<file path="config.mk">
export PLATFORM = sky130hd
export DESIGN_NAME = mcp23s17_spi_sequencer
export DESIGN_NICKNAME = d
export VERILOG_FILES = /design/src/rtl/mcp23s17_spi_sequencer.sv
export SDC_FILE = /design/constraint.sdc
export NUM_CORES = 1
export LEC_CHECK = 0
export ABC_CLOCK_PERIOD_IN_PS = 2700
export CAP_MARGIN = 30
export CORE_AREA = 2 2 107 109
export CTS_BUF_LIST = sky130_fd_sc_hd__clkbuf_8
export DETAILED_ROUTE_END_ITERATION = 6
export DIE_AREA = 0 0 109 111
export SLEW_MARGIN = 25
export SYNTH_ARGS = -nofsm -noshare
export SYNTH_HDL_FRONTEND = slang
export SYNTH_SLANG_ARGS = --single-unit
</file>
<file path="constraint.sdc">
create_clock -name sysClk -period 2.7 [get_ports sysClk]
set_input_delay 0.54 -clock sysClk [delete_from_list [all_inputs] [get_ports sysClk]]
set_output_delay 0.54 -clock sysClk [all_outputs]
set_load 0.005 [all_outputs]
</file>
<file path="src/rtl/mcp23s17_spi_sequencer.sv">
// MCP23S17 SPI mode-0 register sequencer: one 3-byte frame per request.
// Define MCP_AUTO_INIT_EN to run the IOCON/IODIRA setup frames after reset.
module mcp23s17_spi_sequencer #(
    parameter int CLK_DIV      = 4,
    parameter int CS_SETUP_CYC = 4,
    parameter int CS_HOLD_CYC  = 4,
    parameter int CS_GAP_CYC   = 8
) (
    input  logic       sysClk,
    input  logic       reset,
    input  logic       req_valid,
    output logic       req_ready,
    input  logic       req_rw,
    input  logic [2:0] req_hw_addr,
    input  logic [7:0] req_reg,
    input  logic [7:0] req_wdata,
    output logic       rsp_valid,
    output logic [7:0] rsp_rdata,
    output logic       busy,
    output logic       spiClk,
    output logic       cs,
    output logic       mosi,
    input  logic       miso
);

    localparam int MAX_A = (CLK_DIV > CS_SETUP_CYC) ? CLK_DIV : CS_SETUP_CYC;
    localparam int MAX_B = (CS_HOLD_CYC > CS_GAP_CYC) ? CS_HOLD_CYC : CS_GAP_CYC;
    localparam int MAX_P = (MAX_A > MAX_B) ? MAX_A : MAX_B;
    localparam int CNT_W = $clog2(MAX_P);

    localparam logic [CNT_W-1:0] SETUP_LAST = CNT_W'(CS_SETUP_CYC - 1);
    localparam logic [CNT_W-1:0] HALF_LAST  = CNT_W'(CLK_DIV - 1);
    localparam logic [CNT_W-1:0] HOLD_LAST  = CNT_W'(CS_HOLD_CYC - 1);
    localparam logic [CNT_W-1:0] GAP_LAST   = CNT_W'(CS_GAP_CYC - 1);

`ifdef MCP_AUTO_INIT_EN
    localparam logic [1:0] INIT_N = 2'd2;
`else
    localparam logic [1:0] INIT_N = 2'd0;
`endif

    typedef enum logic [2:0] {
        S_IDLE,
        S_SETUP,
        S_LOW,
        S_HIGH,
        S_HOLD,
        S_GAP
    } state_t;

    state_t           r_state;
    logic [CNT_W-1:0] r_cnt;
    logic [4:0]       r_bit;
    logic [23:0]      r_frame;
    logic [7:0]       r_rx;
    logic             r_rw;
    logic             r_init_frm;
    logic [1:0]       r_init_left;
    logic             r_miso_s1;
    logic             r_miso_s2;
    logic             r_req_ready;
    logic             r_rsp_valid;
    logic [7:0]       r_rsp_rdata;
    logic             r_busy;
    logic             r_spiClk;
    logic             r_cs;
    logic             r_mosi;

    logic             w_use_init;
    logic             w_start;
    logic [23:0]      w_frame;

    // Pending init frames take priority over any external request.
    always_comb begin
        w_use_init = (r_init_left != 2'd0);
        w_start    = (r_state == S_IDLE) &&
                     (w_use_init || (req_valid && r_req_ready));
        w_frame    = {4'b0100, req_hw_addr, req_rw, req_reg,
                      req_rw ? 8'h00 : req_wdata};
        if (w_use_init) begin
            w_frame = (r_init_left == 2'd2) ? 24'h400A08 : 24'h400000;
        end
    end

    always_ff @(posedge sysClk) begin
        if (reset) begin
            r_miso_s1 <= 1'b0;
            r_miso_s2 <= 1'b0;
        end else begin
            r_miso_s1 <= miso;
            r_miso_s2 <= r_miso_s1;
        end
    end

    always_ff @(posedge sysClk) begin
        if (reset) begin
            r_state     <= S_IDLE;
            r_cnt       <= '0;
            r_bit       <= 5'd0;
            r_frame     <= 24'h0;
            r_rx        <= 8'h00;
            r_rw        <= 1'b0;
            r_init_frm  <= 1'b0;
            r_init_left <= INIT_N;
            r_req_ready <= (INIT_N == 2'd0);
            r_busy      <= (INIT_N != 2'd0);
            r_rsp_valid <= 1'b0;
            r_rsp_rdata <= 8'h00;
            r_spiClk    <= 1'b0;
            r_cs        <= 1'b1;
            r_mosi      <= 1'b0;
        end else begin
            r_rsp_valid <= 1'b0;
            unique case (r_state)
                S_IDLE: begin
                    if (w_start) begin
                        r_state     <= S_SETUP;
                        r_cnt       <= '0;
                        r_bit       <= 5'd23;
                        r_frame     <= w_frame;
                        r_mosi      <= w_frame[23];
                        r_cs        <= 1'b0;
                        r_spiClk    <= 1'b0;
                        r_req_ready <= 1'b0;
                        r_busy      <= 1'b1;
                        r_init_frm  <= w_use_init;
                        r_rw        <= w_use_init ? 1'b0 : req_rw;
                        if (w_use_init) begin
                            r_init_left <= r_init_left - 2'd1;
                        end
                    end
                end
                S_SETUP: begin
                    if (r_cnt == SETUP_LAST) begin
                        r_cnt   <= '0;
                        r_state <= S_LOW;
                    end else begin
                        r_cnt <= r_cnt + 1'b1;
                    end
                end
                S_LOW: begin
                    if (r_cnt == HALF_LAST) begin
                        r_cnt    <= '0;
                        r_spiClk <= 1'b1;
                        r_state  <= S_HIGH;
                    end else begin
                        r_cnt <= r_cnt + 1'b1;
                    end
                end
                S_HIGH: begin
                    if (r_cnt == HALF_LAST) begin
                        // Late sample absorbs synchroniser and slave latency.
                        r_cnt    <= '0;
                        r_rx     <= {r_rx[6:0], r_miso_s2};
                        r_spiClk <= 1'b0;
                        if (r_bit == 5'd0) begin
                            r_state <= S_HOLD;
                        end else begin
                            r_bit   <= r_bit - 5'd1;
                            r_mosi  <= r_frame[r_bit - 5'd1];
                            r_state <= S_LOW;
                        end
                    end else begin
                        r_cnt <= r_cnt + 1'b1;
                    end
                end
                S_HOLD: begin
                    if (r_cnt == HOLD_LAST) begin
                        r_cnt       <= '0;
                        r_cs        <= 1'b1;
                        r_mosi      <= 1'b0;
                        r_rsp_valid <= ~r_init_frm;
                        if (r_rw && !r_init_frm) begin
                            r_rsp_rdata <= r_rx;
                        end
                        r_state <= S_GAP;
                    end else begin
                        r_cnt <= r_cnt + 1'b1;
                    end
                end
                S_GAP: begin
                    if (r_cnt == GAP_LAST) begin
                        r_cnt       <= '0;
                        r_state     <= S_IDLE;
                        r_req_ready <= (r_init_left == 2'd0);
                        r_busy      <= (r_init_left != 2'd0);
                    end else begin
                        r_cnt <= r_cnt + 1'b1;
                    end
                end
                default: begin
                    r_state <= S_IDLE;
                end
            endcase
        end
    end

    assign req_ready = r_req_ready;
    assign rsp_valid = r_rsp_valid;
    assign rsp_rdata = r_rsp_rdata;
    assign busy      = r_busy;
    assign spiClk    = r_spiClk;
    assign cs        = r_cs;
    assign mosi      = r_mosi;

endmodule
</file>
==> results.txt, run 1 <==
Post-detailed-route count of antenna-violating nets: 0
Min Tclk post-route: 2.16 ns
Largest net degree at the start of global routing: 43
R2r startpoint: r_cnt[0]
Mapped Nets: 329
Gr usage total: 0.103
Worst Tran Pin Value: 0.779 ns
F_max: 463 MHz
Root Driver: clkbuf_8
GRT overflow: 0
First-pass GRT wire length: 9.84 mm
DR DRC count: 0
CTS tree: done
Seq/Total Area, Yosys: 0.441
Slew margin rel.: 0.480
Post-synthesis compound-gate area fraction: 0.150
P&R area growth vs syn: 26.4%
Layout cells sized above 1: 0.0947
I/O Buffers: 37
Synth Area in XOR/XNOR: 0.0191
Num CTS Buffers: 9
Initial Util: 0.242
Top cell type's share of synthesized area: 0.441
Main combinational cell family by area after synthesis: simple AND/OR/NAND/NOR gates
Filler cell count: 1137
R2r endpoint: mosi
CP Max Fanout: 9
Worst EP arrival: 2.42 ns
Setup crit end kind: flip-flop
Adder and majority cell fraction of the synthesized area: 0.0327
Hold Crit Class: reg2reg
Fin area: 3390 um2
RSZ-0062 raised after global routing: false
Mux contribution to synthesized area: 0.0980
Final hold viol count: 0
VDD IR-drop max: 330 uV
Hold-fix buffers, CTS: 0
Status: completed
Critical path data required time: 2.97 ns
Synth Flop Type: dfxtp_1
Post-CTS Setup Bufs: 0
Via count of the first global-routing pass: 2101
Average vias per placed instance: 4.49
Hold EP: r_rx[0]
Asr flop ratio synth: 0
Starting DRC count in detailed routing: 98
NumNets Final: 364
HPWL after detailed placement: 4.11 mm
RD Place Congestion: 0.807
Netlist area before placement: 2680 um2
Average cell area after synthesis: 9.00 um2
Setup violators final: 0
Core area: 11100 um2
Post-synth cell types: 50
Routed wire length per instance: 12.2 um
R2R cell count: 7
Synthesis warning total: 0
Area post-placement: 3180 um2
CTS Buffer Depth: 2
EDFF count, synth: 0
Htree depth: 3
Largest cells by area after synthesis: dfxtp_1 (44%), a21oi_1 (7.1%), nand2_1 (5.6%)
Startpoint types: flip-flop
Final cycle utilization of the critical path: 0.800
Worst-Skew Late Latency: 0.34 ns
Clock Sinks: 59
Die area: 12100 um2
Antenna violations before repair: 0
Pwr Density: 998 nW/um2
Worst clock skew: 0.0107 ns
Max-Cap Viols: 0
Reg clk slew, reported paths: 0.07 ns
DIE HEIGHT: 111 um
Chip Width: 109 um
Hold depth: 2
Setup_tns: 0 ns
FF+latch count, synth: 59
IO Pins: 38
Number of placement rows: 39
Antenna cells: 0
Syn Inst Count: 298
Post-CTS sizing: 0
Area leader, netlist: dfxtp_1
Hold Crit Start: r_miso_s2
Vias: 2162
Total Wirelength: 5.85 mm
Reg2Reg Setup Slack: 0.54 ns
Max Transition Viols Final: 0
Setup CP Type: reg2reg
Leakage: 1.30 nW
First drt pass iteration count: 4
Power Total: 3.38 mW
Simple-Gate Fraction of Synth Area: 0.210
## state kept, by name (all words and copies together), names as in the netlist
signal and cells:
busy 1, cs 1, mosi 1, r_bit 5, r_cnt 3, r_frame 21
r_init_frm 1, r_init_left 2, r_miso_s1 1, r_miso_s2 1, r_rx 8, r_state 3
req_ready 1, rsp_rdata 8, rsp_valid 1, spiClk 1
## layout by cell type (no fill, tap or decap), types with 2 or more instances in the layout
| master | Yosys | final |
|---|---|---|
| a221oi_1 | 2 | 2 |
| ha_1 | 7 | 7 |
| clkbuf_8 | 0 | 12 |
| xor2_1 | 2 | 2 |
| a211oi_1 | 6 | 6 |
| nand3_1 | 20 | 20 |
| or3_1 | 3 | 3 |
| clkinvlp_4 | 0 | 2 |
| mux2i_1 | 12 | 12 |
| mux4_1 | 5 | 5 |
| o21ai_0 | 3 | 3 |
| xnor2_1 | 2 | 2 |
| nor3b_1 | 2 | 2 |
| dfxtp_1 | 59 | 59 |
| nor3_1 | 6 | 6 |
| nor2b_1 | 6 | 6 |
| nor2_1 | 28 | 28 |
| clkdlybuf4s50_1 | 0 | 36 |
| o21a_1 | 2 | 2 |
| a22oi_1 | 2 | 2 |
| nand2_1 | 40 | 40 |
| buf_4 | 1 | 7 |
| a21oi_1 | 38 | 38 |
| inv_1 | 8 | 9 |
## final cells by class
class | count | area, um2 | share of cell area
Timing Repair Buffer | 44 | 418 | 0.123
Multi-Input combinational cell | 211 | 1370 | 0.403
Tap cell | 143 | 179 | 0.0528
Clock buffer | 12 | 165 | 0.0487
Sequential cell | 59 | 1180 | 0.348
Clock inverter | 4 | 48.8 | 0.0144
Inverter | 8 | 30.0 | 0.00886
## metal layers
| metal | share of wire | wire length (um) | vias to the layer above | global-route usage |
|---|---|---|---|---|
| li1 | - | - | 1117 | - |
| met1 | 0.47 | 2740 | 1000 | 0.125 |
| met2 | 0.48 | 2790 | 34 | 0.168 |
| met3 | 0.036 | 212 | 11 | 0.0294 |
| met4 | 0.018 | 106 | 0 | 0.0470 |
| met5 | 0 | 0 | - | 0 |
## cell families (layout without fill, tap and decap cells)
family / count (synthesis) / in the layout
multiplexers: 18 / 18
adder cells (fa/ha/maj): 7 / 7
XOR/XNOR: 5 / 5
AND/OR/NAND/NOR: 117 / 117
AO/OA/AOI/OAI: 64 / 64
buffers and inverters: 28 / 68
flip-flops: 59 / 59
## synthesized netlist by cell type (all sizes together) (2+ instances only)
cell type  instances
dfxtp             59
nand2             40
a21oi             38
nor2              29
nand3             20
mux2i             12
buf               11
clkbuf             8
inv                8
nor3               8
ha                 7
a211oi             6
nor2b              6
mux4               5
or3                4
o21ai              3
xnor2              3
a221oi             2
a22oi              2
nor3b              2
o21a               2
or2                2
or3b               2
xor2               2
## power breakdown
group	leakage (nW)	total, mW	switching (mW)	internal (mW)
clock network	0.106	0.849	0.351	0.498
logic	0.714	1.34	0.749	0.596
registers	0.482	1.19	0.141	1.05
total	1.30	3.38	1.24	2.14
## worst max path at each step
stage                     startpoint           to  slack [ns]  depth (start not counted)
after floorplan             r_bit[0]         mosi        0.86                          8
after CTS                   r_cnt[0]         mosi        0.51                          7
after global routing        r_cnt[0]         mosi        0.24                          7
after detailed placement   req_valid  r_frame[11]        0.36                          5
after global placement     req_valid   r_frame[9]        0.36                          5
final                       r_cnt[0]         mosi        0.54                          7
## metrics by stage
step | hold WS (ns) | instances | worst slack (ns) | util
after floorplan | 0.414 | 298 | 0.859 | -
after global placement | 0.426 | 465 | 0.364 | 0.287
after detailed placement | 0.431 | 465 | 0.362 | 0.287
after CTS | 0.441 | 481 | 0.513 | 0.306
after global routing | 0.454 | 481 | 0.241 | 0.306
final | 0.436 | 481 | 0.540 | 0.306
## critical path, stage by stage, from the launching register on
cell	delay [ns]
dfxtp_1	0.36
ha_1	0.21
ha_1	0.32
nand3_1	0.19
or2_0	0.44
nor2_2	0.30
o31ai_1	0.12
a21oi_1	0.14
(Power assumes the default switching activity.)
==> run 2, diff against run 1 <==
Settings changed: ABC_CLOCK_PERIOD_IN_PS 2700 to 2150.
Clock period 2.7 ns to 2.15 ns, I/O delays scaled along.
==> run 2 against run 1 <==
  * Critical path depth unchanged
  * Sequential share of layout area decreased by 0.83 points
  * Routed wire length increased by 2.7%
  * Flip-flop and latch count unchanged
  * Fmax increased by 11%
  * Cell count increased by 1.5%
  * Clock power increased by 45%
  * Worst hold slack improved by 0.0047 ns
  * First-iteration DRC count decreased by 6.1%
  * Setup slack got worse by 0.34 ns
  * Via count increased by 2.4%
  * Critical path type unchanged
  * Critical endpoint unchanged
==> results.txt, run 2 (synthesized netlist as in run 1, its figures left out) <==
Top delay family on crit path: simple AND/OR/NAND/NOR gates
Fin area: 3470 um2
P&R area growth vs syn: 29.5%
Critical path data required time: 2.37 ns
Non-filler cells, final: 488
Multi-input combinational cell area: 1370 um2
CTS Buffer Depth: 2
Crit-path cells: inv_1, ha_1, or3b_4, xnor2_2, nor3b_1, o31ai_1, a21oi_1
Post-detailed-route count of antenna-violating nets: 0
Worst EP arrival: 2.17 ns
NumNets Final: 371
PnR worst setup slack: 0.199 ns
DIE HEIGHT: 111 um
Worst clock skew: 0.00729 ns
Worst-Skew Late Latency: 0.34 ns
Biggest register: r_frame
Slowest stage cell on the critical path: or3b_4
Die area: 12100 um2
Status: completed
Core area: 11100 um2
Initial Util: 0.242
Final cycle utilization of the critical path: 0.908
Leakage: 1.36 nW
Power Total: 4.48 mW
CP max stage delay: 0.45 ns
HPWL after detailed placement: 4.31 mm
Starting DRC count in detailed routing: 92
I/O Buffers: 37
F_max: 512 MHz
Gr usage total: 0.105
Startpoint types: flip-flop
Reg clk slew, reported paths: 0.07 ns
Average vias per placed instance: 4.53
Setup crit end kind: flip-flop
CP Max Fanout: 5
Layout cells sized above 1: 0.116
Number of placement rows: 39
Via count of the first global-routing pass: 2160
IO Pins: 38
Hold Crit Class: reg2reg
Storage element area: 1180 um2
Area post-placement: 3230 um2
RSZ-0062 raised after global routing: false
CP Buf/Inv Count: 1
Setup violators final: 0
Antenna cells: 0
Max reg flops: 21
Max Transition Viols Final: 0
Worst Tran Pin Value: 0.495 ns
Min Tclk post-route: 1.95 ns
Antenna violations before repair: 0
Total Wirelength: 6.00 mm
Final hold viol count: 0
Chip Width: 109 um
DR DRC count: 0
Pwr Density: 1290 nW/um2
Post-Place Setup Slack: 0.159 ns
RD Place Congestion: 0.786
VDD IR-drop max: 411 uV
Slew margin rel.: 0.668
Most frequent cells in the layout: dfxtp_1 (59), nand2_1 (40), a21oi_1 (38)
Filler cell count: 1160
Root Driver: clkbuf_8
CTS tree: done
Num CTS Buffers: 9
GRT overflow: 0
First drt pass iteration count: 4
Setup CP Type: reg2reg
Vias: 2213
Clock Sinks: 59
First-pass GRT wire length: 10.1 mm
Routed wire length per instance: 12.3 um
Leading cell type in the layout, fill and taps excluded: dfxtp_1
Placed insts: 472
Setup_tns: 0 ns
Htree depth: 3
Max-Cap Viols: 0
Largest net degree at the start of global routing: 25
[run 2: cell types whose count changed in the layout (fill, tap and decap cells not counted)]
cell        change
buf_4           +7
bufinv_16       +2
clkbuf_8        -2
clkinv_2        +2
clkinvlp_4      -2
ha_1            -1
ha_2            +1
[run 2: report_power, final]
part           internal, mW  leakage (nW)  switching (mW)  total [mW]
combinational         0.805         0.747           0.946        1.75
clock                 0.793         0.127           0.438        1.23
sequential             1.32         0.482           0.177        1.50
[run 2: worst min-delay path: stages, from the launching register on]
cell     delay, ns
dfxtp_1       0.29
nand2_1       0.04
a21oi_1       0.05
[run 2: cell type report]
class | instances | share of cell area
multi-input combinational | 211 | 0.395
sequential | 59 | 0.340
timing repair buffer | 51 | 0.135
tap | 143 | 0.0515
clock buffer | 10 | 0.0396
clock inverter | 6 | 0.0299
inverter | 8 | 0.00865
[run 2: final timing paths]
check / start / end / slack, ns / cells after the start
hold reg to reg: r_miso_s2 / r_rx[0] / 0.44 / 2
setup reg to reg: r_bit[1] / mosi / 0.20 / 7
setup / recovery: r_bit[1] / mosi / 0.20 / 7
hold / removal: r_miso_s2 / r_rx[0] / 0.44 / 2
[run 2: what timing repair did]
item	CTS	global route
endpoints found under the hold margin	0	0
setup buffers	0	0
resized for setup	0	1
hold buffers	0	0
endpoints found under the setup margin	0	2
[run 2: metrics by stage]
stage,hold WS (ns),utilization
6_report,0.441,0.313
3_5_place_dp,0.429,0.291
2_1_floorplan,0.414,-
5_1_grt,0.467,0.313
3_3_place_gp,0.427,0.291
4_1_cts,0.443,0.313
[run 2: metal layers]
layer / track usage / routed length, um
met4: 0.0496 / 121
met2: 0.166 / 2830
met5: 0 / 0
met1: 0.133 / 2840
met3: 0.0265 / 216
==> run 3, diff against run 2 <==
Settings changed: CAP_MARGIN 30 to 20, MAX_ROUTING_LAYER set to met4.
==> run 3 against run 2 <==
  * Clock power about the same
  * Die area unchanged
  * Routed wire length unchanged
  * Non-clock buffer count unchanged
  * Design area unchanged
  * Flip-flop and latch count unchanged
  * Combinational power about the same
  * Utilization unchanged
  * First-iteration DRC count increased by 13%
==> results.txt, run 3 (synthesized netlist as in run 1, its figures left out) <==
Hold Crit Class: reg2reg
Setup crit end kind: flip-flop
I/O Buffers: 37
Slew margin rel.: 0.665
Max reg flops: 21
Chip Width: 109 um
Reg clk slew, reported paths: 0.07 ns
GRT overflow: 0
Status: completed
Post-CTS Setup Bufs: 0
Vias: 2213
Setup_tns: 0 ns
Min Tclk post-route: 1.94 ns
Biggest register: r_frame
Pwr Density: 1290 nW/um2
CTS Buffer Depth: 2
Setup CP Type: reg2reg
Area post-placement: 3230 um2
Antenna cells: 0
Max Transition Viols Final: 0
Clock Sinks: 59
First drt pass iteration count: 5
Worst clock skew: 0.00864 ns
Starting DRC count in detailed routing: 104
Final cycle utilization of the critical path: 0.904
DR DRC count: 0
Worst EP arrival: 2.16 ns
Post-detailed-route count of antenna-violating nets: 0
Layout cells sized above 1: 0.116
NumNets Final: 371
CP Max Fanout: 5
Max-Cap Viols: 0
Initial Util: 0.242
Average vias per placed instance: 4.53
Hold-fix buffers, CTS: 0
Startpoint types: flip-flop
RSZ-0062 raised after global routing: false
VDD IR-drop max: 405 uV
Leading cell type in the layout, fill and taps excluded: dfxtp_1
Root Driver: clkbuf_8
Fin area: 3470 um2
Setup violators final: 0
Antenna violations before repair: 0
IO Pins: 38
Die area: 12100 um2
Htree depth: 3
DIE HEIGHT: 111 um
Core area: 11100 um2
P&R area growth vs syn: 29.5%
Gr usage total: 0.109
Total Wirelength: 6.00 mm
CTS tree: done
First-pass GRT wire length: 10.1 mm
Most frequent cells in the layout: dfxtp_1 (59), nand2_1 (40), a21oi_1 (38)
Critical path data required time: 2.36 ns
Routed wire length per instance: 12.3 um
Post-CTS sizing: 0
F_max: 514 MHz
Final hold viol count: 0
Via count of the first global-routing pass: 2166
Largest net degree at the start of global routing: 25
Final Util: 0.313
Number of placement rows: 39
Leakage: 1.36 nW
HPWL after detailed placement: 4.31 mm
Num CTS Buffers: 9
RD Place Congestion: 0.796
Worst-Skew Late Latency: 0.33 ns
Worst Tran Pin Value: 0.499 ns
-- run 3: worst paths after layout --
check / startpoint / to / slack (ns) / depth (start not counted)
min: r_miso_s1 / r_miso_s2 / 0.44 / 1
max: r_bit[1] / mosi / 0.21 / 7
max reg2reg: r_bit[1] / mosi / 0.21 / 7
min reg2reg: r_miso_s1 / r_miso_s2 / 0.44 / 1
-- run 3: cell type report --
type	instances	area, um2
Clock buffer	10	138
Clock inverter	6	104
Fill cell	1160	7600
Inverter	8	30.0
Multi-Input combinational cell	211	1370
Sequential cell	59	1180
Tap cell	143	179
Timing Repair Buffer	51	470
-- run 3: metal layers --
metal  share of wire  track usage  vias up  routed length (um)
met3           0.032       0.0276       11                 195
met4           0.022       0.0496        0                 133
met2            0.47        0.167       35                2840
met1            0.47        0.132     1042                2830
met5               0            -        -                   0
li1                -            -     1125                   -
-- run 3: worst max-delay path, cell delays in order (launching register included) --
cell	delay, ns
dfxtp_1	0.31
inv_1	0.07
ha_1	0.26
or3b_4	0.45
xnor2_2	0.17
nor3b_1	0.14
o31ai_1	0.31
a21oi_1	0.10
-- run 3: power breakdown --
part / switching, mW / internal (mW)
Clock: 0.435 / 0.793
Combinational: 0.946 / 0.805
Sequential: 0.176 / 1.32
-- run 3: per-stage QoR --
step / cells / hold WS, ns / power (mW) / setup WS (ns)
after floorplan: 298 / 0.414 / 2.81 / 0.309
after global placement: 472 / 0.427 / 3.23 / 0.192
after detailed placement: 472 / 0.429 / 3.28 / 0.159
after CTS: 488 / 0.443 / 4.52 / 0.152
after global routing: 488 / 0.467 / 4.78 / 0.0191
final: 488 / 0.441 / 4.47 / 0.205
